<file path="config.mk">
export PLATFORM = sky130hd
export DESIGN_NAME = interrupt_dispatch_sequencer
export DESIGN_NICKNAME = d
export VERILOG_FILES = /design/src/rtl/interrupt_dispatch_sequencer.sv
export SDC_FILE = /design/constraint.sdc
export NUM_CORES = 1
export LEC_CHECK = 0
export CAP_MARGIN = 30
export CORE_ASPECT_RATIO = 1.2
export CORE_MARGIN = 2
export CORE_UTILIZATION = 44
export CTS_CLUSTER_DIAMETER = 120
export DETAILED_ROUTE_END_ITERATION = 12
export GPL_TIMING_DRIVEN = 0
export PLACE_DENSITY = 0.86
export SYNTH_ARGS = -nofsm -noshare
export SYNTH_HDL_FRONTEND = slang
export SYNTH_SLANG_ARGS = --single-unit
</file>
<file path="constraint.sdc">
create_clock -name i_Clk -period 3.04 [get_ports i_Clk]
set_input_delay 0.608 -clock i_Clk [delete_from_list [all_inputs] [get_ports i_Clk]]
set_output_delay 0.608 -clock i_Clk [all_outputs]
set_load 0.05 [all_outputs]
</file>
<file path="src/rtl/interrupt_dispatch_sequencer.sv">
// interrupt_dispatch_sequencer: CPU-side interrupt dispatch FSM; owns IME, the EI delay and HALT wake.
// Optional feature macro: DISPATCH_LATE_VECTOR_EN (vector and serviced bit re-sampled in PUSH_LO).
// Ports:
//   i_Clk, i_nRst            clock, asynchronous active-low reset
//   i_Enable                 M-cycle tick; state and IME advance only when high
//   i_Interrupts             pending & enabled lines from the controller
//   o_Interrupt_Handled      tells the controller to clear its lowest pending bit
//   i_Instr_Boundary         CPU is about to fetch the next opcode
//   i_EI, i_DI, i_RETI       decoded instruction pulses
//   i_Halt, o_Halt_Wake      HALT state in, wake request out
//   i_PC, i_SP               CPU registers, sampled at dispatch entry
//   o_Dispatch_Active        CPU stalls fetch/decode while high
//   o_Mem_*                  bus request, write strobe, address, write data
//   o_SP_Load/Value          new SP for the CPU
//   o_PC_Load/Value          new PC for the CPU
//   o_IME                    interrupt master enable
module interrupt_dispatch_sequencer #(
   parameter logic [15:0] VEC_BASE = 16'h0040,
   parameter int          NUM_INT  = 5
) (
   input  logic               i_Clk,
   input  logic               i_nRst,
   input  logic               i_Enable,
   input  logic [NUM_INT-1:0] i_Interrupts,
   output logic               o_Interrupt_Handled,
   input  logic               i_Instr_Boundary,
   input  logic               i_EI,
   input  logic               i_DI,
   input  logic               i_RETI,
   input  logic               i_Halt,
   output logic               o_Halt_Wake,
   input  logic [15:0]        i_PC,
   input  logic [15:0]        i_SP,
   output logic               o_Dispatch_Active,
   output logic               o_Mem_Req,
   output logic               o_Mem_Wr,
   output logic [15:0]        o_Mem_Addr,
   output logic [7:0]         o_Mem_Wdata,
   output logic               o_SP_Load,
   output logic               o_PC_Load,
   output logic [15:0]        o_SP_Value,
   output logic [15:0]        o_PC_Value,
   output logic               o_IME
);
   localparam int VW = (NUM_INT > 1) ? $clog2(NUM_INT) : 1;
   typedef enum logic [2:0] {IDLE, WAIT1, WAIT2, PUSH_HI, PUSH_LO, JUMP} state_t;
   state_t        state_q, state_d;
   logic          ime_q, ime_d, dly_q, dly_d, vld_q, vld_d;
   logic [15:0]   pc_q, pc_d, sp_q, sp_d;
   logic [VW-1:0] vec_q, vec_d, low;
   logic          any, entry;
   always_comb begin
      low = '0;
      for (int i = NUM_INT - 1; i >= 0; i--)
         if (i_Interrupts[i]) low = VW'(i);
   end
   assign any   = |i_Interrupts;
   assign entry = (state_q == IDLE) && i_Instr_Boundary && ime_q && any;
   always_comb begin
      state_d = state_q;
      ime_d   = ime_q;
      dly_d   = dly_q;
      pc_d    = pc_q;
      sp_d    = sp_q;
      vec_d   = vec_q;
      vld_d   = vld_q;
      if (i_Enable) begin
         if (entry) begin
            state_d = WAIT1;
            ime_d   = 1'b0;
            dly_d   = 1'b0;
            pc_d    = i_PC;
            sp_d    = i_SP;
            vec_d   = low;
            vld_d   = 1'b1;
         end else if (state_q == IDLE) begin
            // EI promotes at this boundary; ime_q was still 0 so entry could not fire here
            if (dly_q && i_Instr_Boundary) begin
               ime_d = 1'b1;
               dly_d = 1'b0;
            end
            if (i_RETI) ime_d = 1'b1;
            if (i_EI) dly_d = 1'b1;
            if (i_DI) begin
               ime_d = 1'b0;
               dly_d = 1'b0;
            end
         end else begin
            state_d = (state_q == JUMP) ? IDLE : state_t'(state_q + 3'd1);
`ifdef DISPATCH_LATE_VECTOR_EN
            // the PUSH_HI write may have changed IE, so the vector is decided here
            if (state_q == PUSH_LO) begin
               vec_d = low;
               vld_d = any;
            end
`endif
         end
      end
   end
   always_ff @(posedge i_Clk or negedge i_nRst) begin
      if (!i_nRst) begin
         state_q <= IDLE;
         ime_q   <= 1'b0;
         dly_q   <= 1'b0;
         pc_q    <= '0;
         sp_q    <= '0;
         vec_q   <= '0;
         vld_q   <= 1'b0;
      end else begin
         state_q <= state_d;
         ime_q   <= ime_d;
         dly_q   <= dly_d;
         pc_q    <= pc_d;
         sp_q    <= sp_d;
         vec_q   <= vec_d;
         vld_q   <= vld_d;
      end
   end
   assign o_IME             = ime_q;
   assign o_Halt_Wake       = i_Halt & any;
   assign o_Dispatch_Active = state_q != IDLE;
   assign o_Mem_Req         = (state_q == PUSH_HI) || (state_q == PUSH_LO);
   assign o_Mem_Wr          = o_Mem_Req;
   assign o_Mem_Addr        = (state_q == PUSH_HI) ? sp_q - 16'd1 :
                              (state_q == PUSH_LO) ? sp_q - 16'd2 : '0;
   assign o_Mem_Wdata       = (state_q == PUSH_HI) ? pc_q[15:8] :
                              (state_q == PUSH_LO) ? pc_q[7:0] : '0;
   assign o_SP_Load         = state_q == JUMP;
   assign o_PC_Load         = state_q == JUMP;
   assign o_SP_Value        = (state_q == JUMP) ? sp_q - 16'd2 : '0;
   assign o_PC_Value        = (state_q == JUMP && vld_q) ? VEC_BASE + 16'({vec_q, 3'b000}) : '0;
`ifdef DISPATCH_LATE_VECTOR_EN
   assign o_Interrupt_Handled = (state_q == PUSH_LO) && i_Enable && any;
`else
   assign o_Interrupt_Handled = (state_q == PUSH_LO) && i_Enable;
`endif
endmodule
</file>
==> flow_summary.json <==
{
  "io_pins": 109,
  "routabilityCongestion": 0.8345,
  "startpoint_type": "flip-flop",
  "reg2reg_depth": 5,
  "h-tree-depth": 2,
  "max_stage_delay_ns": 0.40,
  "grt_max_degree": 42,
  "worstPathRequired_ns": 2.43,
  "rsz0062_at_grt": "yes",
  "drtPass1Iterations": 5,
  "synth.cell_area_um2": 2754,
  "path_max_fanout": 10,
  "cts_made_buffers": 5,
  "finalHoldViolCount": 0,
  "min_path_type": "input pin to asynchronous set/reset pin",
  "cts_sinks": 41,
  "drtIter0Drc": 144,
  "cpMaxStageDelayCell": "dfrtp_1",
  "core_area_um2": 6051,
  "wirelength_mm": 7.423,
  "cap_violations": 0,
  "cts_tree": "done",
  "root_buffer": "clkbuf_8",
  "die_w_um": 76.22,
  "leakage_uw": 0.001844,
  "relSlewSlack_pct": 61.89,
  "cellPowerDensity_nw_per_um2": 1061,
  "grt_first_pass_wirelength_mm": 12.17,
  "finalCriticalPeriod_ns": 3.034,
  "cp.arrival_ns": 2.43,
  "fin_skew_ns": 0.01081,
  "fp-row-count": 31,
  "placed_area_um2": 3906,
  "crit_path_end_kind": "output pin",
  "clock_latency_ns": 0.29,
  "whs_ns": 0.2833,
  "cts.clk_slew.worst_paths_ns": 0.08,
  "synth_cell_type_count": 50,
  "clock_tree.buffer_depth": 2,
  "ant_nets": 0,
  "drc": 0,
  "grt-ovfl-total": 0,
  "outcome": "finished, final reports clean",
  "postSynthCellCount": 302,
  "crit_chain": "buf_2, and2_1, ha_4, or2_4, a21o_1, or3_1, a21oi_2, buf_6",
  "worstReg2RegStart": "state_q[1]",
  "setup_viol": 0,
  "fp.dieArea_um2": 6910,
  "avgSynthCellArea_um2": 9.119,
  "ys_warn_count": 0,
  "worst-r2r-setup-slack_ns": 1.03,
  "area_growth_pct": 44.43,
  "synth_edf_count": 0,
  "synthFlopType": "dfrtp_1",
  "path_delay_family": "simple AND/OR/NAND/NOR gates",
  "n_antenna_cell": 0,
  "holdBufCountCts": 0,
  "synth-seq-area-share_pct": 37.26,
  "antenna_found_initial": 0,
  "async_reset_ff_share_pct": 100.0,
  "worst_pin_slew_ns": 0.5716,
  "worst-path-stages": 8,
  "max-vdd-ir-drop_mv": 0.5964,
  "final_nets": 468,
  "die_height_um": 90.67,
  "viasPerCell": 5.218,
  "portBuffers": 96,
  "r2r-end": "sp_q[5]",
  "routedWlPerCell_um": 14.82,
  "start_util_pct": 45.51,
  "tns_ns": 0,
  "clock.fmax_ghz": 0.3296,
  "synth_seq_cells": 41,
  "drv_slew": 0,
  "path_buf_inv": 2,
  "period_share_pct": 99.80,
  "crit_type": "flip-flop to output pin",
  "fin_area_um2": 3978,
  "drive_above_1_share_pct": 28.40,
  "vias": 2614,
  "fin_total_pwr_uw": 4219,
  "utilization_pct": 65.74,
  "hpwl_mm": 5.665,
  "grt_pass1_vias": 2581,
  "grt_usage_pct": 21.57
}
[cell families (layout without fill, tap and decap cells)]
kind of cell / Yosys count / in the layout / share of synthesized area [%]
AND/OR/NAND/NOR: 112 / 112 / 21.44
AO/OA/AOI/OAI: 54 / 54 / 12.63
flip-flops: 41 / 41 / 37.26
buffers and inverters: 41 / 147 / 8.133
multiplexers: 33 / 33 / 13.49
XOR/XNOR: 16 / 16 / 5.088
adder cells (fa/ha/maj): 4 / 4 / 1.817
other: 1 / 12 / 0.1362
[registers in the layout, indices dropped and copies added (netlist names)]
name / cells
dly_q: 1
o_IME: 1
pc_q: 16
sp_q: 16
state_q: 3
vec_q: 3
vld_q: 1
[worst reg2reg max path, cell delays in order (launching register included)]
cell and delay (ns):
dfrtp_1 0.48, nor4b_4 0.51, o2111ai_2 0.22, buf_4 0.23, buf_6 0.15, mux2_1 0.30
[power by group]
part	switching (µW)	internal (µW)	leakage (µW)
clock network	179	180	0.0000443
registers	284	820	0.000504
logic	1780	976	0.00130
total	2240	1980	0.00184
[final cells by class]
cell class                      count  area, µm²
Timing Repair Buffer              101      899.6
Tap cell                           82      102.6
Sequential cell                    41       1027
Fill cell                         528       2073
Multi-Input combinational cell    231       1642
Buffer                             29      182.7
Inverter                           10      37.54
Clock buffer                        7      86.33
[how the worst max path moves through the flow]
stage | start | end | slack [ns]
2_1_floorplan | state_q[0] | o_Mem_Addr[5] | 0.01
3_3_place_gp | state_q[0] | o_Mem_Addr[14] | -0.49
3_5_place_dp | state_q[0] | o_Mem_Addr[14] | -0.57
4_1_cts | state_q[0] | o_Mem_Addr[14] | -0.02
5_1_grt | state_q[0] | o_Mem_Addr[14] | -0.08
6_report | state_q[0] | o_Mem_Addr[14] | 0.006
[metal layers]
layer,track usage (%),wire length (µm),up-vias,part of all wire (%)
li1,-,-,1262,-
met1,24.49,2863,1243,39
met2,40.56,4038,95,54
met3,3.500,352,14,4.7
met4,7.273,167,0,2.2
met5,0,0,-,0
[synthesized netlist by cell type (2+ instances only)]
library cell	count	area share, %
or2_2	2	0.45
nand3_1	10	1.8
or4_1	2	0.55
o21ai_0	21	3.8
o31ai_1	2	0.55
clkbuf_1	10	1.4
nand2b_1	2	0.45
nor2b_1	3	0.68
a21o_1	2	0.55
xor2_1	12	3.8
ha_1	4	1.8
buf_2	5	0.91
nor2_1	31	4.2
and4_1	2	0.64
buf_4	15	4.1
inv_1	10	1.4
a221oi_1	2	0.64
nand4_1	3	0.68
nand2_1	32	4.4
a21oi_1	13	2.4
and2_1	3	0.68
dfrtp_1	41	37
nor4_1	4	0.91
xnor2_1	4	1.3
mux2_2	30	12
and3_1	5	1.1
or3_1	5	1.1
a32o_1	2	0.73
a31oi_1	2	0.45
mux2_1	3	1.2
[stage by stage]
stage	cells	setup slack (ns)
final	501	0.005987
after global routing	501	-0.07822
after CTS	498	-0.01853
after detailed placement	492	-0.5710
after global placement	491	-0.4873
after floorplan	313	0.01070
[timing repair]
item                                    CTS  global route
resized for setup                       101            58
endpoints found under the setup margin   44            33
buffers inserted                          0             4
gates cloned                              0             0
pin swaps                                 0             4
[cells in the final DEF, fill, tap and decap left out, drive strengths merged, types with 5 or more instances in the layout]
cell type	n
dfrtp	41
inv	10
nor2	31
nor4	6
clkdlybuf4s50	47
xor2	12
o21ai	21
a21oi	13
mux2	33
buf	34
and3	5
nand2	32
conb	12
clkbuf	32
or3	5
nand3	10
dlygate4sd2	16
(Power assumes the default switching activity.)
